[src/rtl/mips_ctrl_pkg.sv]
// Shared encodings for the multicycle MIPS controller: opcodes, functs, ALU codes, mux selects, FSM states.
// The HALT state exists only when CTRL_ILLEGAL_TRAP_EN is defined.
package mips_ctrl_pkg;

   localparam logic [5:0] OP_LB    = 6'b100000;
   localparam logic [5:0] OP_SB    = 6'b101000;
   localparam logic [5:0] OP_RTYPE = 6'b000000;
   localparam logic [5:0] OP_BEQ   = 6'b000100;
   localparam logic [5:0] OP_J     = 6'b000010;
   localparam logic [5:0] OP_ADDI  = 6'b001000;

   localparam logic [5:0] FUNCT_ADD = 6'b100000;
   localparam logic [5:0] FUNCT_SUB = 6'b100010;
   localparam logic [5:0] FUNCT_AND = 6'b100100;
   localparam logic [5:0] FUNCT_OR  = 6'b100101;
   localparam logic [5:0] FUNCT_SLT = 6'b101010;

   localparam logic [2:0] ALU_ADD = 3'b010;
   localparam logic [2:0] ALU_SUB = 3'b110;
   localparam logic [2:0] ALU_AND = 3'b000;
   localparam logic [2:0] ALU_OR  = 3'b001;
   localparam logic [2:0] ALU_SLT = 3'b111;

   localparam logic [1:0] SRCB_B    = 2'b00;
   localparam logic [1:0] SRCB_ONE  = 2'b01;
   localparam logic [1:0] SRCB_IMM  = 2'b10;
   localparam logic [1:0] SRCB_IMM4 = 2'b11;

   localparam logic [1:0] PCSRC_ALU    = 2'b00;
   localparam logic [1:0] PCSRC_ALUOUT = 2'b01;
   localparam logic [1:0] PCSRC_JUMP   = 2'b10;

   typedef enum logic [1:0] {
      ALUOP_ADD   = 2'b00,
      ALUOP_SUB   = 2'b01,
      ALUOP_FUNCT = 2'b10
   } aluop_t;

   typedef enum logic [3:0] {
      FETCH1  = 4'd0,
      FETCH2  = 4'd1,
      FETCH3  = 4'd2,
      FETCH4  = 4'd3,
      DECODE  = 4'd4,
      MEMADR  = 4'd5,
      LBRD    = 4'd6,
      LBWR    = 4'd7,
      SBWR    = 4'd8,
      RTYPEEX = 4'd9,
      RTYPEWR = 4'd10,
      BEQEX   = 4'd11,
      JEX     = 4'd12,
      ADDIEX  = 4'd13,
`ifdef CTRL_ILLEGAL_TRAP_EN
      ADDIWR  = 4'd14,
      HALT    = 4'd15
`else
      ADDIWR  = 4'd14
`endif
   } state_t;

endpackage

[src/rtl/mips_alu_decoder.sv]
// Combinational ALU control: fixed add/sub from the FSM, or the R-type funct field.
module mips_alu_decoder
   import mips_ctrl_pkg::*;
(
   input  aluop_t     aluop,
   input  logic [5:0] funct,
   output logic [2:0] alucont
);

   always_comb begin
      alucont = ALU_ADD;
      case (aluop)
         ALUOP_SUB:   alucont = ALU_SUB;
         ALUOP_FUNCT: begin
            case (funct)
               FUNCT_ADD: alucont = ALU_ADD;
               FUNCT_SUB: alucont = ALU_SUB;
               FUNCT_AND: alucont = ALU_AND;
               FUNCT_OR:  alucont = ALU_OR;
               FUNCT_SLT: alucont = ALU_SLT;
               default:   alucont = ALU_ADD;
            endcase
         end
         default:     alucont = ALU_ADD;
      endcase
   end

endmodule

[src/rtl/mips_multicycle_controller.sv]
// Moore control FSM for the 8-bit multicycle MIPS datapath (LB, SB, R-type, BEQ, J, ADDI).
// Define CTRL_ILLEGAL_TRAP_EN to trap unknown opcodes in a HALT state with a halted output.
module mips_multicycle_controller
   import mips_ctrl_pkg::*;
(
   input  logic       clk,
   input  logic       reset,
   input  logic [5:0] op,
   input  logic [5:0] funct,
   input  logic       zero,
   output logic       pcen,
   output logic       iord,
   output logic       memwrite,
   output logic [3:0] irwrite,
   output logic       regdst,
   output logic       memtoreg,
   output logic       regwrite,
   output logic       alusrca,
   output logic [1:0] alusrcb,
   output logic [2:0] alucont,
`ifdef CTRL_ILLEGAL_TRAP_EN
   output logic       halted,
`endif
   output logic [1:0] pcsource
);

   state_t     state;
   aluop_t     aluop;
   logic       pcwrite;
   logic       branch;
   logic [2:0] dec_alucont;

   always_ff @(posedge clk) begin
      if (reset) state <= FETCH1;
      else begin
         case (state)
            FETCH1:  state <= FETCH2;
            FETCH2:  state <= FETCH3;
            FETCH3:  state <= FETCH4;
            FETCH4:  state <= DECODE;
            DECODE: begin
               case (op)
                  OP_LB, OP_SB: state <= MEMADR;
                  OP_RTYPE:     state <= RTYPEEX;
                  OP_BEQ:       state <= BEQEX;
                  OP_J:         state <= JEX;
                  OP_ADDI:      state <= ADDIEX;
`ifdef CTRL_ILLEGAL_TRAP_EN
                  default:      state <= HALT;
`else
                  default:      state <= FETCH1;
`endif
               endcase
            end
            MEMADR:  state <= (op == OP_SB) ? SBWR : LBRD;
            LBRD:    state <= LBWR;
            RTYPEEX: state <= RTYPEWR;
            ADDIEX:  state <= ADDIWR;
`ifdef CTRL_ILLEGAL_TRAP_EN
            HALT:    state <= HALT;
`endif
            default: state <= FETCH1;
         endcase
      end
   end

   mips_alu_decoder u_alu_decoder (
      .aluop   (aluop),
      .funct   (funct),
      .alucont (dec_alucont)
   );

   always_comb begin
      pcwrite  = 1'b0;
      branch   = 1'b0;
      iord     = 1'b0;
      memwrite = 1'b0;
      irwrite  = 4'b0000;
      regdst   = 1'b0;
      memtoreg = 1'b0;
      regwrite = 1'b0;
      alusrca  = 1'b0;
      alusrcb  = SRCB_B;
      pcsource = PCSRC_ALU;
      aluop    = ALUOP_ADD;
`ifdef CTRL_ILLEGAL_TRAP_EN
      halted   = 1'b0;
`endif
      case (state)
         FETCH1, FETCH2, FETCH3, FETCH4: begin
            pcwrite = 1'b1;
            alusrcb = SRCB_ONE;
            irwrite = 4'b0001 << state[1:0];
         end
         // ALUOut captures PC + 4 + imm*4 here as the speculative branch target
         DECODE:  alusrcb = SRCB_IMM4;
         MEMADR, ADDIEX: begin
            alusrca = 1'b1;
            alusrcb = SRCB_IMM;
         end
         // Memory address comes straight off the ALU, so its inputs stay steered
         LBRD: begin
            alusrca = 1'b1;
            alusrcb = SRCB_IMM;
            iord    = 1'b1;
         end
         SBWR: begin
            alusrca  = 1'b1;
            alusrcb  = SRCB_IMM;
            iord     = 1'b1;
            memwrite = 1'b1;
         end
         LBWR: begin
            regwrite = 1'b1;
            memtoreg = 1'b1;
         end
         RTYPEEX: begin
            alusrca = 1'b1;
            aluop   = ALUOP_FUNCT;
         end
         RTYPEWR: begin
            alusrca  = 1'b1;
            aluop    = ALUOP_FUNCT;
            regwrite = 1'b1;
            regdst   = 1'b1;
         end
         BEQEX: begin
            alusrca  = 1'b1;
            aluop    = ALUOP_SUB;
            pcsource = PCSRC_ALUOUT;
            branch   = 1'b1;
         end
         JEX: begin
            pcsource = PCSRC_JUMP;
            pcwrite  = 1'b1;
         end
         ADDIWR: begin
            alusrca  = 1'b1;
            alusrcb  = SRCB_IMM;
            regwrite = 1'b1;
         end
`ifdef CTRL_ILLEGAL_TRAP_EN
         HALT:    halted = 1'b1;
`endif
         default: ;
      endcase
      pcen = pcwrite | (branch & zero);
      if (reset) begin
         pcen     = 1'b0;
         iord     = 1'b0;
         memwrite = 1'b0;
         irwrite  = 4'b0000;
         regdst   = 1'b0;
         memtoreg = 1'b0;
         regwrite = 1'b0;
         alusrca  = 1'b0;
         alusrcb  = 2'b00;
         pcsource = 2'b00;
`ifdef CTRL_ILLEGAL_TRAP_EN
         halted   = 1'b0;
`endif
      end
   end

   assign alucont = reset ? 3'b000 : dec_alucont;

endmodule
[config.mk]
export PLATFORM = sky130hd
export DESIGN_NAME = mips_multicycle_controller
export DESIGN_NICKNAME = d
export VERILOG_FILES = /design/src/rtl/mips_ctrl_pkg.sv /design/src/rtl/mips_alu_decoder.sv /design/src/rtl/mips_multicycle_controller.sv
export SDC_FILE = /design/constraint.sdc
export NUM_CORES = 1
export LEC_CHECK = 0
export ABC_CLOCK_PERIOD_IN_PS = 4850
export BUFFER_PORTS_ARGS = -buffer_cell sky130_fd_sc_hd__buf_2
export CORE_ASPECT_RATIO = 1.1
export CORE_MARGIN = 2
export CORE_UTILIZATION = 40
export DETAILED_ROUTE_END_ITERATION = 16
export GPL_TIMING_DRIVEN = 1
export PLACE_DENSITY = 0.78
export SKIP_LAST_GASP = 1
export SLEW_MARGIN = 10
export SYNTH_ARGS = -nofsm -noshare
export SYNTH_HDL_FRONTEND = slang
export SYNTH_SLANG_ARGS = --single-unit
[constraint.sdc]
create_clock -name clk -period 4.85 [get_ports clk]
set_clock_uncertainty 0.05 [all_clocks]
set_input_delay 0.485 -clock clk [delete_from_list [all_inputs] [get_ports clk]]
set_output_delay 0.485 -clock clk [all_outputs]
set_load 0.005 [all_outputs]
==> results.sh <==
export IMPL_cts_resized_gates=0
export IMPL_max_vdd_ir_drop_mv=0.121
export IMPL_numCtsBuffers=3
export IMPL_synth_warning_count=0
export IMPL_min_period_ns=2.64
export IMPL_core_area_um2=1540
export IMPL_reg2reg_depth=3
export IMPL_ioPinCount=33
export IMPL_p_leak_nw=0.366
export IMPL_slowest_delay_ns=0.73
export IMPL_drtIter0Drc=14
export IMPL_die_h_um=45.9
export IMPL_ys_top_cells_by_area="dfxtp_1 (13%), a21oi_1 (6.3%), nor3_1 (5.5%), nand2_1 (5.3%), clkbuf_1 (4.7%)"
export IMPL_synth_top_cell_by_area="dfxtp_1"
export IMPL_cts_setup_buffers=0
export IMPL_hold_depth=4
export IMPL_synthCells=98
export IMPL_arrival_ns=2.10
export IMPL_layoutNonFillerInstCount=142
export IMPL_maxSlewViolCount=0
export IMPL_rr_startpoint="state[2]"
export IMPL_hold_buffers=0
export IMPL_top_layer="met3"
export IMPL_multi_input_area_um2=508
export IMPL_syn_nets=115
export IMPL_largest_reg_flops=4
export IMPL_reg2reg_to="state[3]"
export IMPL_hold_violations=0
export IMPL_end_kind="output pin"
export IMPL_max_freq_ghz=0.379
export IMPL_start_util_pct=41.4
export IMPL_first_pass_iters=4
export IMPL_cpMaxStageDelayCell="dfxtp_1"
export IMPL_fillers=160
export IMPL_vias=807
export IMPL_max_slew_margin_pct=56.0
export IMPL_yosys_register_bits=4
export IMPL_startpoint_type="flop"
export IMPL_crit_type="flop to output pin"
export IMPL_rsz0062_at_grt="false"
export IMPL_clock_path_buffers=2
export IMPL_regArea_um2=80.1
export IMPL_track_usage_pct=17.3
export IMPL_wl_met2_um=838
export IMPL_min_path_type="input pin to flop"
export IMPL_wirelength_met1_um=693
export IMPL_synth_cell_types=37
export IMPL_min_delay_start="op[0]"
export IMPL_synth_area_um2=637
export IMPL_numPortBuffers=32
export IMPL_place_congestion=0.873
export IMPL_tightest_slew_ns=0.660
export IMPL_antenna_found_initial=0
export IMPL_dr_wl_met3_um=81
export IMPL_syn_area_per_cell_um2=6.50
export IMPL_post_dp_hpwl_um=1220
export IMPL_num_rows=15
export IMPL_wl_per_cell_um=11.4
export IMPL_ant_nets=0
export IMPL_grt_pass1_vias=679
export IMPL_fp_dieW_um=42.0
export IMPL_cts_num_sinks=4
export IMPL_diodes=0
export IMPL_post_route_period_util_pct=54.3
export IMPL_die_area_um2=1930
export IMPL_drc_errors=0
export IMPL_areaGrowthSynthToFinish_pct=27.3
export IMPL_required_ns=4.32
export IMPL_min_to="state[0]"
export IMPL_cts_tree="yes"
export IMPL_setup_viol=0
export IMPL_largest_register="state"
export IMPL_final_nets=144
export IMPL_path_clk_slew_ns=0.04
export IMPL_max_cap_violations=0
export IMPL_insertion_delay_ns=0.23
export IMPL_synth_seq_area_share_pct=12.6
export IMPL_reg_largest_list="state x4"
export IMPL_grt_ovfl_total=0
export IMPL_r2r_slack_ns=3.25
export IMPL_placed_cells=139
export IMPL_worstPathMaxFanout=21
export IMPL_cts_root_buf="clkbuf_4"
export IMPL_grt_max_degree=22
export IMPL_final_layout_size_suffix_gt1_share_pct=30.4
export IMPL_cts_htree_levels=1
export IMPL_worstPathCellList="xor2_1 > and2_1 > inv_1 > ha_1 > nor4_1 > buf_2"
export IMPL_grt_pass1_wl_um=2660
export IMPL_yosysTopAreaCellShare_pct=12.6
export IMPL_drt_total_wl_um=1610
export IMPL_power_density_nw_per_um2=148
export IMPL_tns_ns=0
export IMPL_status="completed"
export IMPL_viasPerCell=5.68
==> worst max-delay path by stage <==
stage	slack, ns	start	end	cells past startpoint
after floorplan	2.65	state[1]	alucont[0]	6
after global placement	2.53	state[0]	alucont[0]	6
after detailed placement	2.45	state[0]	alucont[0]	6
after CTS	2.19	state[0]	alucont[0]	6
after global routing	1.99	state[0]	alucont[0]	6
final	2.21	state[0]	alucont[0]	6
==> logic make-up after synthesis <==
group | share of synthesized area, %
and+or+nand+nor | 45.0
AOI/OAI and AO/OA | 28.1
xor gates and xnor gates | 2.75
DFF | 12.6
adders and majority gates | 3.93
buffers and inverters | 7.66
==> area by class of cell <==
| type | count | area share, % |
|---|---|---|
| Multi-Input combinational cell | 81 | 62.7 |
| Timing Repair Buffer | 32 | 19.8 |
| Sequential cell | 4 | 9.88 |
| Clock buffer | 3 | 2.78 |
| Tap cell | 17 | 2.62 |
| Inverter | 5 | 2.31 |
==> per-layer routing <==
layer  track usage, %  up-vias
met5                0        -
met4             6.88        0
met3             1.19        0
met2             31.3       27
met1             21.7      364
li1                 -      416
==> cell usage in the layout, fill, tap and decap left out, types with 2 or more instances in the layout <==
master	n
or3_1	3
nand3b_1	2
xor2_1	2
dfxtp_1	4
nor3_1	7
inv_1	5
buf_2	32
nand2b_1	4
nor4b_1	2
o21ai_0	2
nor4_1	4
a21oi_1	8
nor2b_1	3
clkbuf_4	3
o31a_1	2
a21o_1	2
ha_1	2
nand2_1	9
nand3_1	3
nor2_1	8
==> critical path, delay by kind of cell (launching register included) <==
kind	cells	cell delay, ns
xor gates and xnor gates	1	0.22
DFF	1	0.73
and+or+nand+nor	2	0.42
adders and majority gates	1	0.30
buffers and inverters	2	0.20
==> power by group <==
group | switching [mW] | internal, mW | total, mW
logic | 0.0178 | 0.0168 | 0.0347
clock network | 0.0122 | 0.0276 | 0.0398
registers | 0.0102 | 0.0352 | 0.0453
==> cell usage after synthesis <==
master / number
dfxtp_1: 4
o22ai_1: 1
or4_4: 1
o32ai_1: 1
a211oi_2: 1
a41oi_1: 1
a31oi_1: 1
nor3_1: 7
nand3_1: 3
and3b_1: 1
xor2_1: 2
and2_1: 1
or3b_2: 1
a22oi_1: 1
a211oi_1: 1
a21oi_1: 8
clkbuf_1: 8
nor2_1: 8
nand2_1: 9
o41ai_1: 1
o31ai_1: 1
o211ai_1: 1
nor4b_1: 2
a21o_1: 2
o21bai_1: 1
nor2b_1: 3
nand3b_1: 2
o21ai_0: 2
o31a_1: 2
nor4_1: 4
nand2b_1: 4
inv_1: 5
o21a_1: 1
nor4bb_1: 1
ha_1: 2
or3_1: 3
nor3b_1: 1
==> per-stage QoR <==
step                      hold slack, ns  area, µm²  power, mW  utilization [%]  setup slack (ns)
after floorplan                    0.564        637     0.0655                -              2.65
after global placement             0.735        788     0.0796             51.2              2.53
after detailed placement           0.759        788     0.0806             51.2              2.45
after CTS                          0.517        811      0.123             52.7              2.19
after global routing               0.551        811      0.129             52.7              1.99
final                              0.522        811      0.120             52.7              2.21
Power figures use the tool's default switching activity.
